--- src/rtl/cfg_stream_loader.sv ---
`default_nettype none
// ============================================================================
// Module   : cfg_stream_loader
// Purpose  : Accepts a header word (target + bit length) followed by payload
//            words, and serialises the payload LSB-first onto a single
//            configuration bit line qualified by an SMU or SRU valid strobe.
// Revision : 1.0  initial release
// ----------------------------------------------------------------------------
// Ports
//   cfgClk             in   clock, rising edge
//   rst                in   asynchronous active-high reset
//   wordIn[WORD_W]     in   header or payload word
//   wordValid          in   wordIn valid
//   wordReady          out  word accepted when wordValid & wordReady
//   abort              in   synchronous cancel, returns to IDLE
//   bitstreamSerialOut out  serial configuration bit (0 when not valid)
//   smuStreamValid     out  serial bit belongs to the SMU
//   sruStreamValid     out  serial bit belongs to the SRU
//   busy               out  FSM not in IDLE
//   done               out  one-cycle pulse on normal completion
//   err                out  one-cycle pulse on rejected header
// ============================================================================
module cfg_stream_loader #(
  parameter int WORD_W = 32,
  parameter int LEN_W  = 16
) (
  input  logic              cfgClk,
  input  logic              rst,
  input  logic [WORD_W-1:0] wordIn,
  input  logic              wordValid,
  output logic              wordReady,
  input  logic              abort,
  output logic              bitstreamSerialOut,
  output logic              smuStreamValid,
  output logic              sruStreamValid,
  output logic              busy,
  output logic              done,
  output logic              err
);

  localparam int c_BCNT_W = $clog2(WORD_W);

  typedef enum logic [1:0] {
    S_IDLE  = 2'd0,
    S_LOAD  = 2'd1,
    S_SHIFT = 2'd2,
    S_DONE  = 2'd3
  } state_t;

  state_t              state_q, state_d;
  logic [WORD_W-1:0]   shift_q, shift_d;
  logic [LEN_W-1:0]    rem_q, rem_d;
  logic [c_BCNT_W-1:0] bcnt_q, bcnt_d;
  logic                sru_q, sru_d;
  logic                err_q, err_d;
  // Held low through reset and set on the first edge afterwards, so that
  // wordReady cannot rise until the cycle after reset is released.
  logic                live_q;

  logic                w_hs;
  logic                w_shifting;
  logic [1:0]          w_target;

  assign w_target   = wordIn[WORD_W-1 -: 2];
  assign w_shifting = (state_q == S_SHIFT) && !abort;

  assign wordReady          = live_q && !abort &&
                              ((state_q == S_IDLE) || (state_q == S_LOAD));
  assign w_hs               = wordValid && wordReady;
  assign smuStreamValid     = w_shifting && !sru_q;
  assign sruStreamValid     = w_shifting && sru_q;
  assign bitstreamSerialOut = w_shifting && shift_q[0];
  assign busy               = (state_q != S_IDLE);
  assign done               = (state_q == S_DONE);
  assign err                = err_q;

  always_ff @(posedge cfgClk or posedge rst) begin
    if (rst) begin
      state_q <= S_IDLE;
      shift_q <= '0;
      rem_q   <= '0;
      bcnt_q  <= '0;
      sru_q   <= 1'b0;
      err_q   <= 1'b0;
      live_q  <= 1'b0;
    end else begin
      state_q <= state_d;
      shift_q <= shift_d;
      rem_q   <= rem_d;
      bcnt_q  <= bcnt_d;
      sru_q   <= sru_d;
      err_q   <= err_d;
      live_q  <= 1'b1;
    end
  end

  always_comb begin
    state_d = state_q;
    shift_d = shift_q;
    rem_d   = rem_q;
    bcnt_d  = bcnt_q;
    sru_d   = sru_q;
    err_d   = 1'b0;

    if (abort) begin
      state_d = S_IDLE;
    end else begin
      case (state_q)
        S_IDLE: begin
          if (w_hs) begin
            if (w_target == 2'b01 || w_target == 2'b10) begin
              sru_d = (w_target == 2'b10);
              rem_d = wordIn[LEN_W-1:0];
              state_d = (wordIn[LEN_W-1:0] == '0) ? S_DONE : S_LOAD;
            end else begin
              err_d = 1'b1;
            end
          end
        end
        S_LOAD: begin
          if (w_hs) begin
            shift_d = wordIn;
            bcnt_d  = '0;
            state_d = S_SHIFT;
          end
        end
        S_SHIFT: begin
          shift_d = shift_q >> 1;
          rem_d   = rem_q - LEN_W'(1);
          bcnt_d  = bcnt_q + c_BCNT_W'(1);
          // The length check wins over the word boundary so that a transfer
          // ending mid-word drops the unused upper bits of the final word.
          if (rem_q == LEN_W'(1)) begin
            state_d = S_DONE;
          end else if (bcnt_q == c_BCNT_W'(WORD_W - 1)) begin
            state_d = S_LOAD;
          end
        end
        S_DONE: begin
          state_d = S_IDLE;
        end
        default: begin
          state_d = S_IDLE;
        end
      endcase
    end
  end

endmodule
`default_nettype wire

--- config.mk ---
export PLATFORM = sky130hd
export DESIGN_NAME = cfg_stream_loader
export DESIGN_NICKNAME = d
export VERILOG_FILES = /design/src/rtl/cfg_stream_loader.sv
export SDC_FILE = /design/constraint.sdc
export NUM_CORES = 1
export LEC_CHECK = 0
export BUFFER_PORTS_ARGS = -buffer_cell sky130_fd_sc_hd__buf_2
export CAP_MARGIN = 20
export CORE_ASPECT_RATIO = 0.7
export CORE_MARGIN = 5
export CORE_UTILIZATION = 45
export DETAILED_ROUTE_END_ITERATION = 10
export HOLD_SLACK_MARGIN = 0.12
export PLACE_DENSITY = 0.67
export SLEW_MARGIN = 40
export SYNTH_ARGS = -nofsm -noshare
export SYNTH_HDL_FRONTEND = slang
export SYNTH_SLANG_ARGS = --single-unit
--- constraint.sdc ---
create_clock -name cfgClk -period 1.7 [get_ports cfgClk]
set_clock_uncertainty 0.05 [all_clocks]
set_input_delay 0 -clock cfgClk [delete_from_list [all_inputs] [get_ports cfgClk]]
set_output_delay 0 -clock cfgClk [all_outputs]
set_load 0.02 [all_outputs]
## Word level (Yosys, flattened, before mapping)

Index checks and enable logic that the tools add are counted.
W data, S select, Z words.

| storage, ports and cells | value |
|---|---|
| bits in registers | 58 |
| output and inout port bits | 7 |
| logic and storage cells | 63 |

| cells by class | value |
|---|---|
| add/subtract/negate cells | 2 |
| equality and inequality tests | 14 |
| muxes and demuxes | 19 |
| bitwise gates (word level) | 1 |
| reductions and logical operators | 20 |

Operators by type and width:

| kind | number |
|---|---|
| $pmux W32 S2 | 1 |
| $mux W16 | 2 |
| $mux W32 | 1 |
| $pmux W16 S2 | 1 |
| $eq A16 B1 Y1 const B | 1 |
| $logic_not A16 Y1 | 1 |
| $sub A16 B1 Y16 const B | 1 |
| $mux W2 | 7 |
| $reduce_and A4 Y1 | 3 |
| $pmux W5 S2 | 1 |
| $pmux W2 S4 | 1 |
| $logic_and A1 B1 Y1 | 7 |
| $eq A2 B2 Y1 const B | 3 |
| $ne A3 B3 Y1 const B | 2 |
| $reduce_bool A2 Y1 | 3 |
| $add A5 B1 Y5 const B | 1 |
| $eq A5 B5 Y1 const B | 1 |
| $mux W5 | 1 |
| $eq A2 B1 Y1 const B | 2 |
| $mux W1 | 4 |
| $ne A2 B2 Y1 const B | 2 |
| $ne A4 B2 Y1 const B | 1 |
| $ne A3 B2 Y1 const B | 1 |
| $reduce_and A3 Y1 | 1 |
| 5 further kinds | 7 |

## Logic depth before layout (Yosys ltp)

Gate-level depths: netlist of run 1.

| depth | value |
|---|---|
| depth in word-level cells | 7 |
| mapped depth | 8 |
| depth with buffers taken out | 6 |

## Least setup slack after synthesis of run 1

OpenSTA, ideal clock, no wires.

| path | value |
|---|---|
| path type | reg2reg |
| start point | reg state_q[0] |
| end point | reg rem_q[14] |
| setup time | 0.069 ns |
| arrival time | 1.641 ns |
| setup slack | -0.060 ns |
| cell stages (with the launch flop) | 7 |
| period minus slack after synthesis | 1.760 ns |
| path through | dfrtp_1 > inv_1 > ha_1 > nand2b_1 > a21o_1 > or4_1 > nand3_1 |

| between the ends | value |
|---|---|
| longest elaborated chain between the ends | 6 |
| elaborated cells between the ends (all ways) | 11 |
| those cells by class | eq/ne: 4; mux: 1; reduce/logical: 6 |

Ends and longest elaborated chain:

| what | RTL line | text |
|---|---|---|
| start, declared | 50 | `state_t state_q, state_d;` |
| start signal, assigned | 87 | `state_q <= state_d;` |
| $eq A2 B1 Y1 / $logic_not A2 Y1 (equally long branches) | 68, 108 |  |
| $logic_or A1 B1 Y1 | 68 | `((state_q == S_IDLE) \|\| (state_q == S_LOAD));` |
| $logic_and A1 B1 Y1 | 67 | `assign wordReady = live_q && !abort &&` |
| $logic_and A1 B1 Y1 | 69 | `assign w_hs = wordValid && wordReady;` |
| $ne A2 B2 Y1 (no line) | - |  |
| $reduce_and A4 Y1 (no line) | - |  |
| end signal, assigned | 89 | `rem_q <= rem_d;` |
| end, declared | 52 | `logic [LEN_W-1:0] rem_q, rem_d;` |

Several ways; a longest one is shown, not always the timed one.
A chain may end at the register's enable or synchronous reset.

## Worst setup path after layout of run 1

| path | value |
|---|---|
| start point | in wordIn[30] |
| end point | reg rem_q[14] |

| between the ends | value |
|---|---|
| longest elaborated chain between the ends | 4 |
| elaborated cells between the ends (all ways) | 5 |
| those cells by class | eq/ne: 3; reduce/logical: 2 |

Ends and longest elaborated chain:

| what | RTL line | text |
|---|---|---|
| start, declared | 29 | `input logic [WORD_W-1:0] wordIn,` |
| $eq A2 B1 Y1 / $eq A2 B2 Y1 (equally long branches) | 111 | `if (w_target == 2'b01 \|\| w_target == 2'b10) begin` |
| $logic_or A1 B1 Y1 (*) | 111 |  |
| $ne A2 B1 Y1 (no line) (*) | - |  |
| $reduce_and A4 Y1 (no line) (*) | - |  |

Every way passes the cells marked *; elsewhere a longest branch is shown, timed or not.

==> flow_summary_export.csv, run 1 <==
group,metric,value,unit
setup_path,crit_type,"in2reg",
final_layout,syn2layout_area_growth,70.8,%
logic_synthesis,synth_seq_area_share,45.3,%
logic_synthesis,synth_ff_type,"dfrtp_1",
final_layout,drive_above_1_share,47.7,%
grt,grt_max_degree,59,
sta,finalSetupViolCount,42,
route,dr.pass1.iters,5,
route,postRouteAntennaNets,0,
final_layout,final_common_cell,"dfrtp_1",
final_layout,final_cell_area,5470,sq um
power_and_ir_drop,finalPower,8.70,mW
final_layout,antenna_cells,0,
setup_path,endpoint_kind,"flop",
sta,min_period,1.86,ns
hold_path,holdCritPathClass,"in2async",
sta,hold_viol,0,
power_and_ir_drop,ir_worst_vdd,0.744,mV
logic_synthesis,synth-edff-count,0,
outcome,outcome,"finished, violations left",
power_and_ir_drop,leakage,2.21,nW
logic_synthesis,synth_seq_cells,58,
floorplan,die_h,80.6,um
setup_path,cp_data_required_time,1.93,ns
job,maxCapViolCount,0,
logic_synthesis,syn-num-nets,386,
grt,grtUsageTotal,22.2,%
route,viasPerCell,5.81,
outcome,violations,"setup timing",
clocking,htree_levels,3,
sta,timing.hold.ws,0.233,ns
route,first_iter_violations,269,
final_layout,fill_cells,368,
clocking,cts_tree,"yes",
logic_synthesis,syn_avg_cell_area,9.41,sq um
grt,antenna_found_initial,0,
placement,hpwl,5680,um
setup_path,startpoint_type,"input pin",
route,drc,0,
clocking,clkTransAtPathRegs,0.07,ns
sta,setup_slack,-0.160,ns
placement,numPortBuffers,42,
logic_synthesis,synthCells,340,
power_and_ir_drop,power.density,1590,nW/um^2
final_layout,nets,529,
logic_synthesis,yosysUniqueCellTypes,50,
route,wl,11200,um
clocking,root_buffer,"clkbuf_8",
clocking,cts.sinks,58,
logic_synthesis,async_reset_ff_share,100,%
placement,placed_cell_area,3890,sq um
placement,gp_congestion,0.865,
floorplan,initial_utilization,46.7,%
floorplan,die_x,111,um
sta,grt_setup_unrepaired,"true",
grt,grt_overflow,0,
floorplan,die_area,8930,sq um
route,wire_per_inst,19.3,um
final_layout,final_cell_mix,"58 x dfrtp_1, 43 x buf_4, 38 x buf_2",
sta,slew_violations,0,
route,vias,3383,
sta,relSlewSlack,65.5,%
setup_path,rr_startpoint,"state_q[0]$_DFFE_PP0P_",
clocking,numCtsBuffers,9,
sta,worst_slew_pin_slew,0.512,ns
floorplan,coreArea,6850,sq um
setup_path,cp_data_arrival_time,2.09,ns
sta,fmax,0.538,GHz
clocking,cts_buffer_depth,2,
setup_path,startpoint,"wordIn[30]",
floorplan,num_io_pins,43,
logic_synthesis,yosysWarnings,0,
sta,finalCritPeriodShare,109,%
grt,grt_pass1_vias,3096,
grt,grt_first_pass_wirelength,15800,um
logic_synthesis,netlist_area,3200,sq um
setup_path,cp_max_fo,2,
floorplan,rows,25,
clocking,clk_latency,0.34,ns
[power breakdown]
| group | switching, mW | internal [mW] | total, mW |
|---|---|---|---|
| logic | 2.14 | 2.38 | 4.53 |
| clock network | 0.585 | 0.861 | 1.45 |
| registers | 0.708 | 2.02 | 2.73 |
| total | 3.44 | 5.26 | 8.70 |
[cell usage after synthesis (7+ instances only)]
cell,count,area [sq um]
nand3_1,8,40.0
inv_1,12,45.0
o22ai_1,7,43.8
mux2i_1,28,280
o21ai_0,15,75.1
buf_2,10,50.1
ha_1,10,125
a21oi_1,50,250
nor4_1,8,50.1
dfrtp_1,58,1450
nor2_1,45,169
nand2_1,11,41.3
[stage by stage]
stage          util [%]  TNS, ns  cells  setup slack, ns
6_report           79.8    -2.41    582           -0.160
5_1_grt            79.8    -5.05    582           -0.191
4_1_cts            70.8    -1.38    568          -0.0788
3_5_place_dp       56.8    -3.94    503           -0.205
3_3_place_gp       56.8    -2.51    503           -0.118
2_1_floorplan         -        0    340          0.00453
[repair_timing]
item | 4_1_cts | 5_1_grt
endpoints found under the hold margin | 107 | 0
pin swaps | 11 | 9
setup endpoints to repair | 52 | 60
hold buffers | 35 | 0
gates cloned | 3 | 6
gates resized for setup | 54 | 110
setup buffers | 13 | 12
[critical path, cell delays in order]
cell           delay, ns
buf_2               0.08
dlygate4sd3_1       0.56
inv_1               0.05
ha_1                0.30
nand4b_1            0.26
a21o_1              0.27
or4_4               0.50
nand3_2             0.07
[flip-flops by register name, indices dropped and copies added, names as in the netlist]
signal   cells
shift_q     32
rem_q       16
bcnt_q       5
state_q      2
err          1
live_q       1
sru_q        1
[kinds of logic (layout without fill, tap and decap cells)]
group                      after synthesis  in the layout  share of synthesized area, %
DFF                                     58             58                          45.3
adders and majority gates               10             10                          3.91
other                                    1              1                         0.117
muxes                                   29             29                          9.11
AOI/OAI and AO/OA                       97             97                          17.8
buffers and inverters                   32            180                          4.14
and+or+nand+nor                        113            113                          19.5
[layout make-up]
type	count	area, sq um	share of cell area, %
sequential	58	1450	26.6
tap	94	118	2.15
clock buffer	11	141	2.59
clock inverter	5	77.6	1.42
timing repair buffer	151	1450	26.5
multi-input combinational	250	2170	39.7
inverter	13	63.8	1.17
[worst paths after layout]
| kind | endpoint | slack, ns | cells past startpoint |
|---|---|---|---|
| worst max-delay path | rem_q[14]$_DFFE_PP0P_ | -0.16 | 8 |
| worst min-delay path | shift_q[18]$_DFFE_PP0P_ | 0.23 | 4 |
| worst max register to register | rem_q[14]$_DFFE_PP0P_ | -0.15 | 7 |
| worst min register to register | shift_q[27]$_DFFE_PP0P_ | 0.48 | 2 |
| max in group asynchronous | rem_q[0]$_DFFE_PP0P_ | 1.11 | 4 |
| min in group cfgClk | shift_q[27]$_DFFE_PP0P_ | 0.45 | 4 |
[layer usage]
metal	up-vias	part of all wire, %	track usage, %
met5	-	0	0
met4	0	2.7	6.03
met3	41	6.9	5.65
met2	172	48	34.5
met1	1646	42	30.8
li1	1524	-	-
Power figures use the tool's default switching activity.
==> run 2: changes to the inputs <==
--- a/config.mk
+++ b/config.mk
@@ -7,7 +7,7 @@
 export LEC_CHECK = 0
 export BUFFER_PORTS_ARGS = -buffer_cell sky130_fd_sc_hd__buf_2
 export CAP_MARGIN = 20
-export CORE_ASPECT_RATIO = 0.7
+export CORE_ASPECT_RATIO = 2
 export CORE_MARGIN = 5
 export CORE_UTILIZATION = 45
 export DETAILED_ROUTE_END_ITERATION = 10
@@ -17,3 +17,4 @@
 export SYNTH_ARGS = -nofsm -noshare
 export SYNTH_HDL_FRONTEND = slang
 export SYNTH_SLANG_ARGS = --single-unit
+export TNS_END_PERCENT = 20
==> run 2 against run 1 <==
Effect of this change:
- the run still ends with setup timing left
- non-clock buffer count fell by 17
- global-route usage fell by 1.3 points
- register-to-register slack improved by 0.07 ns
- final area fell by 11%
- worst hold slack got worse by 0.0069 ns
- total power fell by 13%
- wire length fell by 15%
- sequential cell count did not move
- critical endpoint is now shift_q[16]$_DFFE_PP0P_
- largest power group unchanged
==> flow_summary_export.csv, run 2 (synthesized netlist as in run 1, its figures left out) <==
group,metric,value,unit
outcome,outcome,"finished, violations left",
outcome,violations,"setup timing",
grt,grt_pass1_vias,3151,
clocking,clkTransAtPathRegs,0.05,ns
clocking,htree_levels,3,
clocking,cts.sinks,58,
placement,gp_congestion,0.937,
floorplan,initial_utilization,46.1,%
final_layout,antenna_cells,0,
sta,hold_viol,0,
clocking,cts_buffer_depth,2,
setup_path,reg2reg_to,"shift_q[16]$_DFFE_PP0P_",
placement,post-place-ws,-0.126,ns
grt,grt_max_degree,59,
setup_path,max_stage_delay,0.39,ns
setup_path,rr_startpoint,"state_q[1]$_DFFE_PP0P_",
setup_path,cpMaxStageDelayCell,"dfrtp_1",
setup_path,reg2regPathDepth,8,
sta,slew_violations,0,
power_and_ir_drop,ir_worst_vdd,0.955,mV
sta,min_period,1.78,ns
floorplan,rows,43,
final_layout,nets,512,
sta,grt_setup_unrepaired,"true",
sta,setup_slack,-0.0832,ns
power_and_ir_drop,leakage,2.05,nW
clocking,cts_tree,"yes",
final_layout,utilization,70.4,%
setup_path,endpoint_kind,"flop",
grt,grt_first_pass_wirelength,14900,um
final_layout,drive_above_1_share,32.9,%
grt,grt_overflow,0,
placement,numPortBuffers,42,
grt,grtUsageTotal,20.9,%
route,viasPerCell,5.58,
power_and_ir_drop,power.density,1550,nW/um^2
setup_path,startpoint_type,"flop",
power_and_ir_drop,combPwrFrac,42.2,%
hold_path,holdCritPathClass,"in2async",
clocking,numCtsBuffers,9,
setup_path,ff2ff_setup_slack,-0.08,ns
sta,finalSetupViolCount,44,
route,wire_per_inst,17.0,um
floorplan,die_x,69.6,um
floorplan,coreArea,6940,sq um
floorplan,die_h,129,um
route,vias,3133,
final_layout,final_common_cell,"dfrtp_1",
final_layout,reg.largest.list,"shift_q: 32 flops, rem_q: 16 flops, bcnt_q: 5 flops",
power_and_ir_drop,p_seq_share,33.9,%
power_and_ir_drop,swShare,35.7,%
sta,finalCritPeriodShare,105,%
final_layout,fill_cells,488,
final_layout,max_flop_register,"shift_q",
job,maxCapViolCount,0,
setup_path,crit_chain,"inv_2, ha_2, a21boi_2, nor3b_2, clkbuf_16, buf_12, nor2_1, a21oi_1",
route,dr.pass1.iters,4,
clocking,root_buffer,"clkbuf_16",
power_and_ir_drop,power_switching,2.71,mW
final_layout,final_cell_mix,"57 x dfrtp_1, 45 x a21oi_1, 44 x nor2_1",
route,drc,0,
clocking,clk_latency,0.32,ns
power_and_ir_drop,pwr-share-clk,23.8,%
route,postRouteAntennaNets,0,
floorplan,num_io_pins,43,
route,wl,9530,um
placement,hpwl,6080,um
setup_path,crit_type,"reg2reg",
power_and_ir_drop,internal_power,4.88,mW
setup_path,endpoint,"shift_q[16]$_DFFE_PP0P_",
floorplan,die_area,9000,sq um
setup_path,cp_data_arrival_time,1.97,ns
final_layout,largest_reg_flops,32,
grt,antenna_found_initial,0,
setup_path,cp_data_required_time,1.89,ns
route,first_iter_violations,288,
setup_path,startpoint,"state_q[1]$_DFFE_PP0P_",
setup_path,cp_max_fo,12,
final_layout,syn2layout_area_growth,52.6,%
sta,fmax,0.561,GHz
[run 2: cell count changes in the layout (fill, tap and decap cells not counted), moves of 3 or more]
cell / change
a21oi_1: +20
a21oi_2: -21
buf_12: -4
buf_6: -9
clkbuf_16: +7
clkbuf_8: -8
mux2i_1: +4
mux2i_2: -3
nor2_1: +26
nor2_2: -4
nor2_4: -22
nor4_2: +3
nor4_4: -3
[run 2: per-stage QoR]
stage / cells / TNS [ns] / hold slack [ns] / total power [mW] / instance area (sq um)
floorplan: 340 / -0.202 / 0.0969 / 4.08 / 3230
detailed placement: 495 / -0.872 / 0.0387 / 5.15 / 3860
global placement: 495 / -0.922 / 0.0301 / 5.06 / 3860
CTS: 553 / -0.0733 / 0.215 / 7.19 / 4630
finish: 561 / -1.83 / 0.227 / 7.59 / 4880
global route: 561 / -5.60 / 0.260 / 8.07 / 4880
[run 2: metal layers]
metal	vias to the layer above	wire length, um	global-route usage (%)
met3	31	385	4.43
met1	1528	3460	22.6
met2	93	5290	37.7
met4	0	390	11.7
met5	-	0	0
li1	1481	-	-
[run 2: cell type report]
cell class	instances	area [sq um]	share of cell area [%]
inverter	13	61.3	1.26
sequential	58	1450	29.7
multi-input combinational	250	1800	36.8
timing repair buffer	134	1160	23.8
tap	90	113	2.31
clock buffer	14	264	5.40
clock inverter	2	35.0	0.717
[run 2: power by group through the flow]
| stage | clock, mW | sequential [mW] | combinational, mW |
|---|---|---|---|
| finish | 1.81 | 2.58 | 3.21 |
| global route | 1.93 | 2.64 | 3.50 |
| CTS | 1.83 | 2.53 | 2.83 |
| detailed placement | 0 | 2.54 | 2.61 |
| global placement | 0 | 2.51 | 2.55 |
| floorplan | 0 | 2.48 | 1.59 |
[run 2: timing repair]
action                                 4_1_cts  5_1_grt
gates resized for setup                     15       34
hold buffers                                36        0
buffers inserted                             6        4
endpoints found under the hold margin      104        0
setup endpoints to repair                   42       55
gates cloned                                 0        4
pin swaps                                    5       12
[run 2: critical path: cells and delay by family, from the launching register on]
kind	cells	cell delay (ns)
buf+inv	3	0.45
flops	1	0.39
simple gates	2	0.31
compound gates	2	0.30
fa+ha+maj	1	0.18
[run 2: worst min path at each step]
stage,from,to,slack [ns],cells past startpoint
after floorplan,wordIn[31],shift_q[31]$_DFFE_PP0P_,0.1,2
after CTS,wordIn[31],err$_DFF_PP0_,0.22,5
final,rst,shift_q[17]$_DFFE_PP0P_,0.23,4
after global placement,rst,shift_q[17]$_DFFE_PP0P_,0.03,3
after global routing,rst,shift_q[17]$_DFFE_PP0P_,0.26,4
after detailed placement,rst,shift_q[17]$_DFFE_PP0P_,0.04,3
==> run 3: changes to the inputs <==
--- a/config.mk
+++ b/config.mk
@@ -9,10 +9,10 @@
 export CAP_MARGIN = 20
 export CORE_ASPECT_RATIO = 2
 export CORE_MARGIN = 5
-export CORE_UTILIZATION = 45
+export CORE_UTILIZATION = 25
 export DETAILED_ROUTE_END_ITERATION = 10
 export HOLD_SLACK_MARGIN = 0.12
-export PLACE_DENSITY = 0.67
+export REMOVE_ABC_BUFFERS = 1
 export SLEW_MARGIN = 40
 export SYNTH_ARGS = -nofsm -noshare
 export SYNTH_HDL_FRONTEND = slang
==> run 3 against run 2 <==
Effect of this change:
- the flow still finishes with violations (setup timing)
- setup slack gained 0.0060 ns
- total power grew 4.8%
- maximum frequency grew 0.34%
==> flow_summary_export.csv, run 3 (synthesized netlist as in run 1, its figures left out) <==
group,metric,value,unit
outcome,outcome,"finished, violations left",
outcome,violations,"setup timing",
route,wl,9860,um
placement,post-place-ws,-0.242,ns
final_layout,final_common_cell,"dfrtp_1",
final_layout,nets,518,
grt,grt_overflow,0,
clocking,clk_latency,0.32,ns
route,postRouteAntennaNets,0,
route,vias,3115,
grt,grt_pass1_vias,3309,
placement,numPortBuffers,42,
clocking,cts_tree,"yes",
final_layout,drive_above_1_share,36.6,%
grt,grt_max_degree,59,
final_layout,syn2layout_area_growth,58.6,%
setup_path,cp_data_required_time,1.90,ns
final_layout,final_cell_area,5080,sq um
route,drc,0,
floorplan,rows,58,
final_layout,utilization,40.4,%
power_and_ir_drop,power.density,1570,nW/um^2
grt,grtUsageTotal,12.8,%
sta,slew_violations,0,
placement,placed_cell_area,3970,sq um
clocking,htree_levels,3,
placement,hpwl,6780,um
sta,finalSetupViolCount,38,
final_layout,fill_cells,1222,
sta,setup_slack,-0.0772,ns
sta,min_period,1.78,ns
route,dr.pass1.iters,4,
sta,fmax,0.563,GHz
clocking,cts_buffer_depth,2,
floorplan,coreArea,12600,sq um
grt,grt_first_pass_wirelength,15900,um
final_layout,largest_reg_flops,32,
final_layout,register_area,1450,sq um
power_and_ir_drop,finalPower,7.95,mW
sta,finalCritPeriodShare,105,%
floorplan,initial_utilization,25.5,%
floorplan,die_area,15300,sq um
final_layout,antenna_cells,0,
floorplan,die_h,170,um
route,wire_per_inst,15.8,um
clocking,root_buffer,"clkbuf_16",
sta,grt_setup_unrepaired,"true",
setup_path,startpoint_type,"flop",
placement,gp_congestion,0.873,
setup_path,cp_data_arrival_time,1.98,ns
hold_path,holdCritPathClass,"in2reg",
route,first_iter_violations,107,
final_layout,final_cell_mix,"56 x dfrtp_1, 43 x a21oi_1, 43 x buf_4",
floorplan,die_x,90.0,um
sta,hold_viol,0,
power_and_ir_drop,leakage,2.09,nW
setup_path,crit_type,"reg2reg",
final_layout,reg.largest.list,"shift_q: 32 flops, rem_q: 16 flops, bcnt_q: 5 flops",
clocking,numCtsBuffers,9,
setup_path,cp_max_fo,6,
grt,antenna_found_initial,0,
final_layout,max_flop_register,"shift_q",
clocking,clkTransAtPathRegs,0.05,ns
clocking,cts.sinks,58,
sta,timing.hold.ws,0.125,ns
final_layout,multi_input_area,1820,sq um
job,maxCapViolCount,0,
route,viasPerCell,4.98,
setup_path,endpoint_kind,"flop",
power_and_ir_drop,ir_worst_vdd,0.727,mV
floorplan,num_io_pins,43,
## run 3: where the power goes
group / internal (mW) / switching [mW]
registers: 2.03 / 0.534
clock network: 1.16 / 0.607
logic: 1.95 / 1.67
total: 5.14 / 2.81
## run 3: worst max-delay path, cell delays in order (launching register included)
cell,delay [ns]
dfrtp_1,0.40
buf_6,0.13
ha_4,0.15
a21boi_4,0.14
nor3b_2,0.22
buf_6,0.18
buf_12,0.13
clkbuf_16,0.14
nor2_1,0.04
a21oi_1,0.11
## run 3: metrics by stage
step,std cells,setup TNS [ns]
after global placement,564,-1.16
after floorplan,321,-165.41
after detailed placement,564,-2.01
final,626,-1.34
after CTS,626,-1.61
after global routing,626,-5.20
## run 3: layout make-up
| class | count | area share (%) |
|---|---|---|
| repair buffers | 140 | 25.0 |
| multi-input cells | 250 | 35.9 |
| flip-flops and latches | 58 | 28.6 |
| clock buffers | 12 | 4.85 |
| inverters | 13 | 1.11 |
| well taps | 150 | 3.70 |
| clock inverters | 3 | 0.789 |
## run 3: worst paths after layout
check | from | endpoint | slack [ns] | depth (start not counted)
worst max-delay path | state_q[0]$_DFFE_PP0P_ | shift_q[16]$_DFFE_PP0P_ | -0.08 | 9
worst min-delay path | wordIn[9] | shift_q[9]$_DFFE_PP0P_ | 0.13 | 4
worst max register to register | state_q[0]$_DFFE_PP0P_ | shift_q[16]$_DFFE_PP0P_ | -0.08 | 9
worst min register to register | bcnt_q[3]$_DFFE_PP0P_ | bcnt_q[3]$_DFFE_PP0P_ | 0.46 | 1
max in group asynchronous | rst | rem_q[0]$_DFFE_PP0P_ | 1.08 | 4
min in group asynchronous | rst | shift_q[21]$_DFFE_PP0P_ | 0.23 | 4
## run 3: repair_timing
| action | in CTS | in global routing |
|---|---|---|
| setup endpoints to repair | 54 | 58 |
| cloned | 4 | 1 |
| hold endpoints to repair | 102 | 0 |
| hold buffers | 33 | 0 |
| resized for setup | 40 | 44 |
| setup buffers | 11 | 1 |
| pin swaps | 12 | 7 |
## run 3: routing by layer
layer	GRT usage, %	wire length, um	vias up
li1	-	-	1490
met1	12.8	3710	1511
met2	24.3	5370	83
met3	2.70	328	31
met4	6.93	446	0
met5	0	0	-
